===== config.mk =====
export PLATFORM = sky130hd
export DESIGN_NAME = puf_resp_verifier_flat
export DESIGN_NICKNAME = d
export VERILOG_FILES = /design/src/rtl/puf_resp_verifier_pkg.sv /design/src/rtl/puf_resp_verifier_if.sv /design/src/rtl/puf_resp_verifier_hd_accum.sv /design/src/rtl/puf_resp_verifier.sv /design/src/flat_wrapper.sv
export SDC_FILE = /design/constraint.sdc
export NUM_CORES = 1
export LEC_CHECK = 0
export ABC_AREA = 1
export CORE_AREA = 2 2 113 115
export CTS_CLUSTER_DIAMETER = 80
export DETAILED_ROUTE_END_ITERATION = 8
export DIE_AREA = 0 0 115 117
export PLACE_DENSITY = 0.81
export SLEW_MARGIN = 15
export SYNTH_ARGS = -nofsm -noshare
export SYNTH_HDL_FRONTEND = slang
export SYNTH_SLANG_ARGS = --single-unit
export TNS_END_PERCENT = 30

===== constraint.sdc =====
create_clock -name clk -period 1.9 [get_ports clk]
set_input_delay 0.38 -clock clk [delete_from_list [all_inputs] [get_ports clk]]
set_output_delay 0.38 -clock clk [all_outputs]
set_load 0.005 [all_outputs]

===== src/rtl/puf_resp_verifier_pkg.sv =====
// Shared constants, FSM encoding and width helper for the PUF response verifier.
package puf_resp_verifier_pkg;

  // Response length; matches the PUF challenge register width.
  localparam int unsigned PUF_RESP_BITS = 48;

  typedef enum logic [1:0] {
    ST_IDLE    = 2'd0,
    ST_COLLECT = 2'd1,
    ST_DECIDE  = 2'd2,
    ST_ABORT   = 2'd3
  } state_t;

  // Bits needed to count 0..bits mismatches without wrapping.
  function automatic int unsigned hd_width(input int unsigned bits);
    return $clog2(bits + 1);
  endfunction

endpackage


===== src/rtl/puf_resp_verifier_if.sv =====
// Request/response bundle between the authentication controller and the verifier.
//   master: drives start, golden, bit_in, bit_valid; observes the verdict signals
//   slave : the verifier itself
interface puf_resp_verifier_if #(
  parameter int unsigned RESP_BITS = 48,
  parameter int unsigned HD_W      = 6
);
  logic                 start;
  logic [RESP_BITS-1:0] golden;
  logic                 bit_in;
  logic                 bit_valid;
  logic                 busy;
  logic                 done;
  logic                 pass;
  logic                 timeout;
  logic [HD_W-1:0]      hd;
  logic [RESP_BITS-1:0] resp_word;

  modport master (
    output start, golden, bit_in, bit_valid,
    input  busy, done, pass, timeout, hd, resp_word
  );

  modport slave (
    input  start, golden, bit_in, bit_valid,
    output busy, done, pass, timeout, hd, resp_word
  );
endinterface


===== src/rtl/puf_resp_verifier_hd_accum.sv =====
// Beat index and saturating Hamming-distance counter.
//   clk, reset_n : clock, async active-low reset
//   clear        : restart at beat 0 with hd=0 (accepted start)
//   beat         : a response bit is being accepted this cycle
//   bit_in       : the response bit
//   golden_q     : latched golden response
//   hd           : registered mismatch count
//   hd_nxt_c     : count including this cycle's beat (lets the verdict see the last bit)
//   last_c       : current beat is the final one
module puf_resp_verifier_hd_accum
  import puf_resp_verifier_pkg::*;
#(
  parameter int unsigned RESP_BITS = PUF_RESP_BITS,
  parameter int unsigned HD_W      = hd_width(PUF_RESP_BITS)
) (
  input  logic                 clk,
  input  logic                 reset_n,
  input  logic                 clear,
  input  logic                 beat,
  input  logic                 bit_in,
  input  logic [RESP_BITS-1:0] golden_q,
  output logic [HD_W-1:0]      hd,
  output logic [HD_W-1:0]      hd_nxt_c,
  output logic                 last_c
);

  localparam int unsigned IDX_W = (RESP_BITS > 1) ? $clog2(RESP_BITS) : 1;

  logic [IDX_W-1:0] idx;
  logic             miss_c;

  // Compare the incoming bit against its golden position; saturate at all-ones.
  always_comb begin
    miss_c   = bit_in ^ golden_q[idx];
    hd_nxt_c = hd;
    if (miss_c && (hd != '1)) begin
      hd_nxt_c = hd + HD_W'(1);
    end
    last_c = (idx == IDX_W'(RESP_BITS - 1));
  end

  always_ff @(posedge clk or negedge reset_n) begin
    if (!reset_n) begin
      idx <= '0;
      hd  <= '0;
    end else if (clear) begin
      idx <= '0;
      hd  <= '0;
    end else if (beat) begin
      hd  <= hd_nxt_c;
      idx <= last_c ? '0 : idx + IDX_W'(1);
    end
  end

endmodule


===== src/rtl/puf_resp_verifier.sv =====
// Verifier end of the CT-PUF serial response link: rebuilds the response word from a
// 1-bit stream and grades it against the enrolled golden by Hamming distance.
//   clk, reset_n : clock, async active-low reset
//   bus (slave)  : start/golden/bit_in/bit_valid in; busy/done/pass/timeout/hd/resp_word out
module puf_resp_verifier
  import puf_resp_verifier_pkg::*;
#(
  parameter int unsigned RESP_BITS = PUF_RESP_BITS,
  parameter int unsigned HD_MAX    = 6,
  parameter int unsigned HD_W      = hd_width(PUF_RESP_BITS),
  parameter int unsigned TIMEOUT   = 1023
) (
  input  logic              clk,
  input  logic              reset_n,
  puf_resp_verifier_if.slave bus
);

  localparam int unsigned IDLE_W = $clog2(TIMEOUT + 1);

  state_t               state;
  logic [RESP_BITS-1:0] golden_q;
  logic [RESP_BITS-1:0] resp_word_q;
  logic [IDLE_W-1:0]    idle_cnt;
  logic                 busy_q;
  logic                 done_q;
  logic                 pass_q;
  logic                 timeout_q;
  logic [HD_W-1:0]      hd_q;
  logic [HD_W-1:0]      hd_nxt_c;
  logic                 last_c;
  logic                 start_acc_c;
  logic                 beat_c;

  // Starts count only in IDLE; beats only while collecting.
  assign start_acc_c = (state == ST_IDLE) && bus.start;
  assign beat_c      = (state == ST_COLLECT) && bus.bit_valid;

  puf_resp_verifier_hd_accum #(
    .RESP_BITS (RESP_BITS),
    .HD_W      (HD_W)
  ) u_hd_accum (
    .clk      (clk),
    .reset_n  (reset_n),
    .clear    (start_acc_c),
    .beat     (beat_c),
    .bit_in   (bus.bit_in),
    .golden_q (golden_q),
    .hd       (hd_q),
    .hd_nxt_c (hd_nxt_c),
    .last_c   (last_c)
  );

  // FSM, idle timer and response shift register. The verdict is registered on the
  // edge that accepts the last beat so done/pass are valid together in DECIDE.
  always_ff @(posedge clk or negedge reset_n) begin
    if (!reset_n) begin
      state       <= ST_IDLE;
      golden_q    <= '0;
      resp_word_q <= '0;
      idle_cnt    <= '0;
      busy_q      <= 1'b0;
      done_q      <= 1'b0;
      pass_q      <= 1'b0;
      timeout_q   <= 1'b0;
    end else begin
      done_q <= 1'b0;
      case (state)
        ST_IDLE: begin
          if (bus.start) begin
            state       <= ST_COLLECT;
            golden_q    <= bus.golden;
            resp_word_q <= '0;
            idle_cnt    <= '0;
            busy_q      <= 1'b1;
            pass_q      <= 1'b0;
            timeout_q   <= 1'b0;
          end
        end
        ST_COLLECT: begin
          if (bus.bit_valid) begin
            resp_word_q <= {bus.bit_in, resp_word_q[RESP_BITS-1:1]};
            idle_cnt    <= '0;
            if (last_c) begin
              state  <= ST_DECIDE;
              done_q <= 1'b1;
              pass_q <= (32'(hd_nxt_c) <= HD_MAX);
            end
          end else if (idle_cnt == IDLE_W'(TIMEOUT)) begin
            state     <= ST_ABORT;
            done_q    <= 1'b1;
            pass_q    <= 1'b0;
            timeout_q <= 1'b1;
            busy_q    <= 1'b0;
          end else begin
            idle_cnt <= idle_cnt + IDLE_W'(1);
          end
        end
        ST_DECIDE: begin
          state  <= ST_IDLE;
          busy_q <= 1'b0;
        end
        ST_ABORT: begin
          state <= ST_IDLE;
        end
        default: begin
          state <= ST_IDLE;
        end
      endcase
    end
  end

  assign bus.busy      = busy_q;
  assign bus.done      = done_q;
  assign bus.pass      = pass_q;
  assign bus.timeout   = timeout_q;
  assign bus.hd        = hd_q;
  assign bus.resp_word = resp_word_q;

endmodule


===== src/flat_wrapper.sv =====
// flat-port wrapper written by rule: the top's interface ports become plain ports
module puf_resp_verifier_flat import puf_resp_verifier_pkg::*;
#(
  parameter int unsigned RESP_BITS = PUF_RESP_BITS,
  parameter int unsigned HD_MAX    = 6,
  parameter int unsigned HD_W      = hd_width(PUF_RESP_BITS),
  parameter int unsigned TIMEOUT   = 1023
)
  (clk, reset_n, bus_start, bus_golden, bus_bit_in, bus_bit_valid, bus_busy, bus_done, bus_pass, bus_timeout, bus_hd, bus_resp_word);
  puf_resp_verifier_if #(.RESP_BITS(RESP_BITS), .HD_W(HD_W)) bus_i ();
  input  logic clk;
  input  logic reset_n;
  input wire logic [$bits(bus_i.start)-1:0] bus_start;
  input wire logic [$bits(bus_i.golden)-1:0] bus_golden;
  input wire logic [$bits(bus_i.bit_in)-1:0] bus_bit_in;
  input wire logic [$bits(bus_i.bit_valid)-1:0] bus_bit_valid;
  output wire logic [$bits(bus_i.busy)-1:0] bus_busy;
  output wire logic [$bits(bus_i.done)-1:0] bus_done;
  output wire logic [$bits(bus_i.pass)-1:0] bus_pass;
  output wire logic [$bits(bus_i.timeout)-1:0] bus_timeout;
  output wire logic [$bits(bus_i.hd)-1:0] bus_hd;
  output wire logic [$bits(bus_i.resp_word)-1:0] bus_resp_word;
  assign bus_i.start = bus_start;
  assign bus_i.golden = bus_golden;
  assign bus_i.bit_in = bus_bit_in;
  assign bus_i.bit_valid = bus_bit_valid;
  assign bus_busy = bus_i.busy;
  assign bus_done = bus_i.done;
  assign bus_pass = bus_i.pass;
  assign bus_timeout = bus_i.timeout;
  assign bus_hd = bus_i.hd;
  assign bus_resp_word = bus_i.resp_word;
  puf_resp_verifier #(.RESP_BITS(RESP_BITS), .HD_MAX(HD_MAX), .HD_W(HD_W), .TIMEOUT(TIMEOUT)) u_core (.clk(clk), .reset_n(reset_n), .bus(bus_i));
endmodule

==> results.md, run 1 <==
| Item | Value |
|---|---|
| Number of synthesized flops with an enable pin | 0 |
| Total chip power | 12.0 mW |
| Leading cell types by count after synthesis | nand2_1, dfrtp_1, inv_1 |
| Setup slack at placement | -122 ps |
| Relative max-transition margin | 0.727 |
| Drc violations | 0 |
| RSZ-0062 raised after global routing | true |
| Startpoint type of the worst setup path | flop |
| Count of clock tree sinks | 124 |
| Setup skew after layout | 5.94 ps |
| Core Box Area | 0.0123 mm² |
| Number of max-slew violations in the final report | 0 |
| Final instance area | 0.00810 mm² |
| Initial Util | 0.461 |
| Number of violations of the max-capacitance limit | 0 |
| Endpoints failing setup | 7 |
| Dominant cell type by area after synthesis | dfrtp_1 |
| Routed via count | 5078 |
| Cell types with the largest area share after synthesis | dfrtp_1, nand2_1, o22ai_1, inv_1, nand3_1 |
| Num CTS Buffers | 17 |
| WP data required | 2210 ps |
| Syn. warnings | 0 |
| Placed Area | 0.00712 mm² |
| Placement Rows | 41 |
| Cell with the most instances after synthesis | nand2_1 |
| Hold Crit Class | in2async |
| Worst Tran Pin Value | 410 ps |
| IO Pins | 111 |
| Post-DR wirelength/cell | 15.0 µm |
| Detailed-placement wirelength estimate | 9080 µm |
| Async set-reset flop share out of synthesis | 1.00 |
| First DRT Iteration DRCs | 325 |
| DRT Pass-1 Iters | 5 |
| Worst setup path class | reg2reg |
| Fraction of final layout cells sized beyond drive strength 1 | 0.149 |
| Global Route Usage Sum | 0.220 |
| Total negative slack | -781 ps |
| Static leakage power | 3.76 nW |
| Maximum number of buffers from clock root to sink | 2 |
| Fill cell total of the finished layout | 967 |
| Antenna violations before repair | 0 |
| Level count of the clock H-tree | 4 |
| Post-synthesis sequential element count | 124 |
| Mean post-synth cell area | 8.51 µm² |
| Final ANT Viol Nets | 0 |
| Hold violation total from the final report | 0 |
| Arrival time worst endpoint | 2400 ps |
| Gate Count Post-Synth | 668 |
| Port Buffer Count | 110 |
| Die boundary height | 117 µm |
| Endpoint type of the worst setup path | flop |
| Final routed wirelength across all metal layers | 14600 µm |
| Result of the run | complete, but fails checks |
| Area enclosed by the die boundary | 0.0135 mm² |
| Sequential share of the synthesized area | 0.546 |
| Start point of the critical path | u_core.u_hd_accum.idx[0]$_DFFE_PN0P_ |
| Startpoint of the worst register-to-register path | u_core.u_hd_accum.idx[0]$_DFFE_PN0P_ |
| Minimum setup slack in the final design | -194 ps |
| Worst IR Drop VDD | 0.669 mV |
| Horizontal extent of the die | 115 µm |
| Relative area change from synthesis to final layout | 42.5% |
| Total grt overflow | 0 |
| Violated checks | negative setup slack |
| Top flip-flop cell by instance count after synthesis | dfrtp_1 |
| Clock transition at path regs | 50 ps |
| Post-synthesis cell type count | 37 |
| Ratio of total power to cell area | 1480 mW/mm² |
| Net count reported at finish | 874 |
| Final period util | 1.10 |
| Largest net degree at the start of global routing | 53 |
| Global-route wire length before repair | 23100 µm |
| Net count after synthesis | 728 |
| Vias in the first global route | 4924 |
| Mean number of vias per cell | 5.20 |
| Final period demand of the worst path | 2090 ps |
| Routability congestion estimate from global placement | 0.841 |
| Clock Tree Root | clkbuf_16 |
| Netlist Area Pre-Place | 0.00568 mm² |
| Top fanout value on the critical path | 5 |
| CTS tree | yes |
| Utilization after layout | 0.658 |
| Highest clock rate | 478 MHz |
| Fraction of post-synthesis cell area in the top cell type by area | 0.546 |
| Number of diodes | 0 |
| Clock insertion delay at the later pin of the skew report | 420 ps |
worst max-delay path: stages, from the launching register on:
cell and delay (ps):
dfrtp_2 450, buf_12 160, buf_4 140, nor2_2 90, nor2_1 40, o21ai_1 80, o211ai_1 110, nand3_1 110
nand2_2 90, nand2_4 130, nand2_8 90, nand2_8 80, nand3_1 60, nand2_1 80, nand2_2 70, nand2_1 80
nor2_2 30, nand2_1 40, nand2_1 40
report_power, final:
part	internal (mW)	leakage [nW]	total (mW)	switching (mW)
logic	1.85	1.80	4.57	2.72
clock network	2.52	0.323	3.70	1.17
registers	3.29	1.64	3.72	0.431
total	7.66	3.76	12.0	4.32
layout by cell type (no fill, tap or decap), drive strengths merged, types with 2 or more instances in the layout:
cell type,Yosys,final
a21oi,11,11
buf,15,44
bufinv,0,6
clkbuf,15,22
clkdlybuf4s50,0,109
clkinv,1,4
clkinvlp,0,2
dfrtp,124,124
ha,7,7
inv,78,78
nand2,232,233
nand3,49,50
nand4,9,9
nor2,32,32
nor3,5,5
nor3b,2,2
o211ai,3,3
o21ai,27,27
o22ai,49,49
xor2,2,2
routing by layer:
| layer | wire (µm) | vias up | track usage |
|---|---|---|---|
| met1 | 6440 | 2449 | 0.279 |
| met4 | 397 | 0 | 0.106 |
| met5 | 0 | - | 0 |
| met3 | 522 | 27 | 0.0474 |
| met2 | 7250 | 136 | 0.360 |
| li1 | - | 2466 | - |
state kept, by name, summed over array words and instances (netlist names):
signal / flops
u_core.bus.resp_word: 48
u_core.bus.busy: 1
u_core.u_hd_accum.idx: 6
u_core.u_hd_accum.hd: 6
u_core.bus.timeout: 1
u_core.idle_cnt: 10
u_core.bus.pass: 1
u_core.golden_q: 48
u_core.state: 2
u_core.bus.done: 1
metrics by stage:
step	hold WS, ps	instances
2_1_floorplan	84.4	668
3_3_place_gp	327	930
3_5_place_dp	335	930
4_1_cts	438	967
5_1_grt	476	977
6_report	438	977
timing repair:
action,4_1_cts,5_1_grt
cloned,1,2
endpoints found under the hold margin,23,0
pin swaps,3,16
setup endpoints to repair,12,62
hold buffers,1,0
resized for setup,9,31
setup buffers,3,8
path summary, 6_finish.rpt:
check                           slack, ps  depth (start not counted)                              end
worst max-delay path                 -190                         18      u_core.bus.pass$_DFFE_PN0P_
worst min-delay path                  440                          2  u_core.golden_q[14]$_DFFE_PN0P_
worst max register to register       -190                         18      u_core.bus.pass$_DFFE_PN0P_
worst min register to register        480                          2  u_core.golden_q[33]$_DFFE_PN0P_
max in group asynchronous             850                          3  u_core.golden_q[31]$_DFFE_PN0P_
min in group clk                      480                          2  u_core.golden_q[33]$_DFFE_PN0P_
cells by family after synthesis:
kind of cell,count (synthesis),share of synthesized area
simple gates,329,0.251
compound gates,95,0.0980
fa+ha+maj,7,0.0154
flops,124,0.546
xor+xnor,3,0.00463
mux,1,0.00198
buf+inv,109,0.0824
area by class of cell:
class | instances | area, µm² | share of cell area
Multi-Input combinational cell | 437 | 2280 | 0.282
Tap cell | 150 | 188 | 0.0232
Inverter | 79 | 309 | 0.0382
Timing Repair Buffer | 155 | 1540 | 0.191
Sequential cell | 124 | 3100 | 0.383
Clock buffer | 21 | 460 | 0.0569
Clock inverter | 11 | 214 | 0.0264
Power figures use the tool's default switching activity.
==> run 2, diff against run 1 <==
Settings changed: CAP_MARGIN set to 20.
==> results of run 2 <==
The final DEF is identical to that of run 1; final timing and power are the same.
==> patch: new RTL, flow settings as in run 1 <==
The 4 states of `state_t` get a one-hot encoding in 4 bits.
--- a/src/rtl/puf_resp_verifier_pkg.sv
+++ b/src/rtl/puf_resp_verifier_pkg.sv
@@ -4,11 +4,11 @@
   // Response length; matches the PUF challenge register width.
   localparam int unsigned PUF_RESP_BITS = 48;
 
-  typedef enum logic [1:0] {
-    ST_IDLE    = 2'd0,
-    ST_COLLECT = 2'd1,
-    ST_DECIDE  = 2'd2,
-    ST_ABORT   = 2'd3
+  typedef enum logic [3:0] {
+    ST_IDLE    = 4'b0001,
+    ST_COLLECT = 4'b0010,
+    ST_DECIDE  = 4'b0100,
+    ST_ABORT   = 4'b1000
   } state_t;
 
   // Bits needed to count 0..bits mismatches without wrapping.
Function: same outputs for any inputs over 10 cycles, from zero or initial values and one cycle with reset_n low; not proved beyond that.
==> patch against run 1 <==
- the flow still finishes with violations (setup timing)
- area after synthesis is 1.6% higher
- clock power is 14% lower
- fmax is 1.3% lower
- sequential cell count is 2 higher
- sequential share of layout area is 0.31 points higher
- routed wire length is 5.2% higher
- sequential power is 1% higher
- critical path depth is 5 lower
- synthesized cell count is 6.7% higher
- setup slack worse by 0.028 ns
- clock skew is 0.0028 ns higher
- total power is 10% lower
- design area is 0.85% higher
- global-route usage is 1.2 points higher
- largest power group unchanged
- highest routed layer unchanged
==> patch: results <==
{
  "vias": 5341,
  "hpwlAfterDp_mm": 9.36,
  "avgSynthCellArea_sq_um": 8.09,
  "holdWs_ns": 0.455,
  "fin_skew_ns": 0.00875,
  "synth_common_cells": "nand2_1, dfrtp_1, nand3_1",
  "synth_area_leaders": "dfrtp_1, nand2_1, nand3_1",
  "synthesis.nets": 769,
  "power.leakage_nw": 4.07,
  "r2r_start": "u_core.state[0]",
  "first_global_vias": 5063,
  "synth_seq_area_share_pct": 54.7,
  "via_per_inst": 5.19,
  "cpMaxStageDelayCell": "dfstp_2",
  "r2r_end": "u_core.idle_cnt[9]",
  "violations": "setup timing",
  "status": "finished, violations left",
  "final_nets": 922,
  "cp.arrival_ns": 2.42,
  "sw_frac_of_total_pct": 35.7,
  "finalWorstSetupSlack_ns": -0.222,
  "critPathMaxFanout": 3,
  "final-setup-viol-count": 11,
  "drive_above_1_share_pct": 15.6,
  "place.gp.congestion": 0.858,
  "yosysUniqueCellTypes": 39,
  "grt_max_degree": 50
}
==> patch: changes by cell type after synthesis, moves of 4 or more <==
cell      delta
nand2_1     +91
nand3_1     +50
inv_1       -49
o22ai_1     -48
clkbuf_1    +12
o21ai_0      +9
o21ai_1      -9
nand4_1      -8
buf_1        -6
buf_6        -4
ha_1         -4
==> patch: routing by layer <==
metal	vias to the layer above	GRT usage [%]	wire [um]
met5	-	0	0
met3	32	5.15	740
li1	2585	-	-
met2	188	36.1	7310
met4	0	9.08	348
met1	2536	31.9	6970
==> patch: cell type report <==
cell class                 count  area [sq um]
inverter                      31           131
tap                          150           188
clock inverter                 7          85.1
fill                         953          4150
timing repair buffer         169          1650
sequential                   126          3160
clock buffer                  25           485
multi-input combinational    521          2470
==> patch: through the flow <==
step | setup TNS [ns] | setup slack (ns)
after floorplan | -0.0134 | -0.0134
after global placement | -6.67 | -0.144
after detailed placement | -8.86 | -0.175
after CTS | -1.22 | -0.155
after global routing | -3.04 | -0.409
final | -1.07 | -0.222
==> patch: how the worst max path moves through the flow <==
stage	startpoint	to	slack [ns]	depth (start not counted)
2_1_floorplan	u_core.state[0]	u_core.idle_cnt[9]	-0.01	12
3_3_place_gp	bus_bit_valid	u_core.idle_cnt[9]	-0.14	13
3_5_place_dp	bus_bit_valid	u_core.idle_cnt[9]	-0.17	13
4_1_cts	u_core.idle_cnt[1]	u_core.bus.pass	-0.16	13
5_1_grt	u_core.u_hd_accum.idx[0]	u_core.bus.pass	-0.41	16
6_report	u_core.state[0]	u_core.idle_cnt[9]	-0.22	13
==> patch: worst reg2reg max path: cells and delay by family (launching register included) <==
| kind | cells | cell delay, ns |
|---|---|---|
| flip-flops | 1 | 0.55 |
| buffers and inverters | 4 | 0.27 |
| AND/OR/NAND/NOR | 9 | 1.19 |
==> patch: repair_timing <==
item	4_1_cts	5_1_grt
resized for setup	25	36
pin swaps	8	12
buffers inserted	4	6
cloned	0	0
endpoints found under the hold margin	29	0
hold buffers	1	0
setup endpoints to repair	16	62
==> patch: power by group through the flow <==
stage          registers [mW]  logic, mW  clock network, mW
3_3_place_gp             3.73       3.27                  0
5_1_grt                  3.83       4.25               3.30
6_report                 3.76       3.80               3.17
4_1_cts                  3.73       3.52               3.18
2_1_floorplan            3.66       2.22                  0
3_5_place_dp             3.74       3.36                  0
==> patch: kinds of logic (layout without fill, tap and decap cells) <==
| kind of cell | Yosys count | in the layout | share of synthesized area, % |
|---|---|---|---|
| flip-flops | 126 | 126 | 54.7 |
| AND/OR/NAND/NOR | 465 | 465 | 34.4 |
| AO/OA/AOI/OAI | 50 | 50 | 4.88 |
| adder cells (fa/ha/maj) | 3 | 3 | 0.651 |
| XOR/XNOR | 3 | 3 | 0.455 |
| buffers and inverters | 66 | 232 | 4.94 |
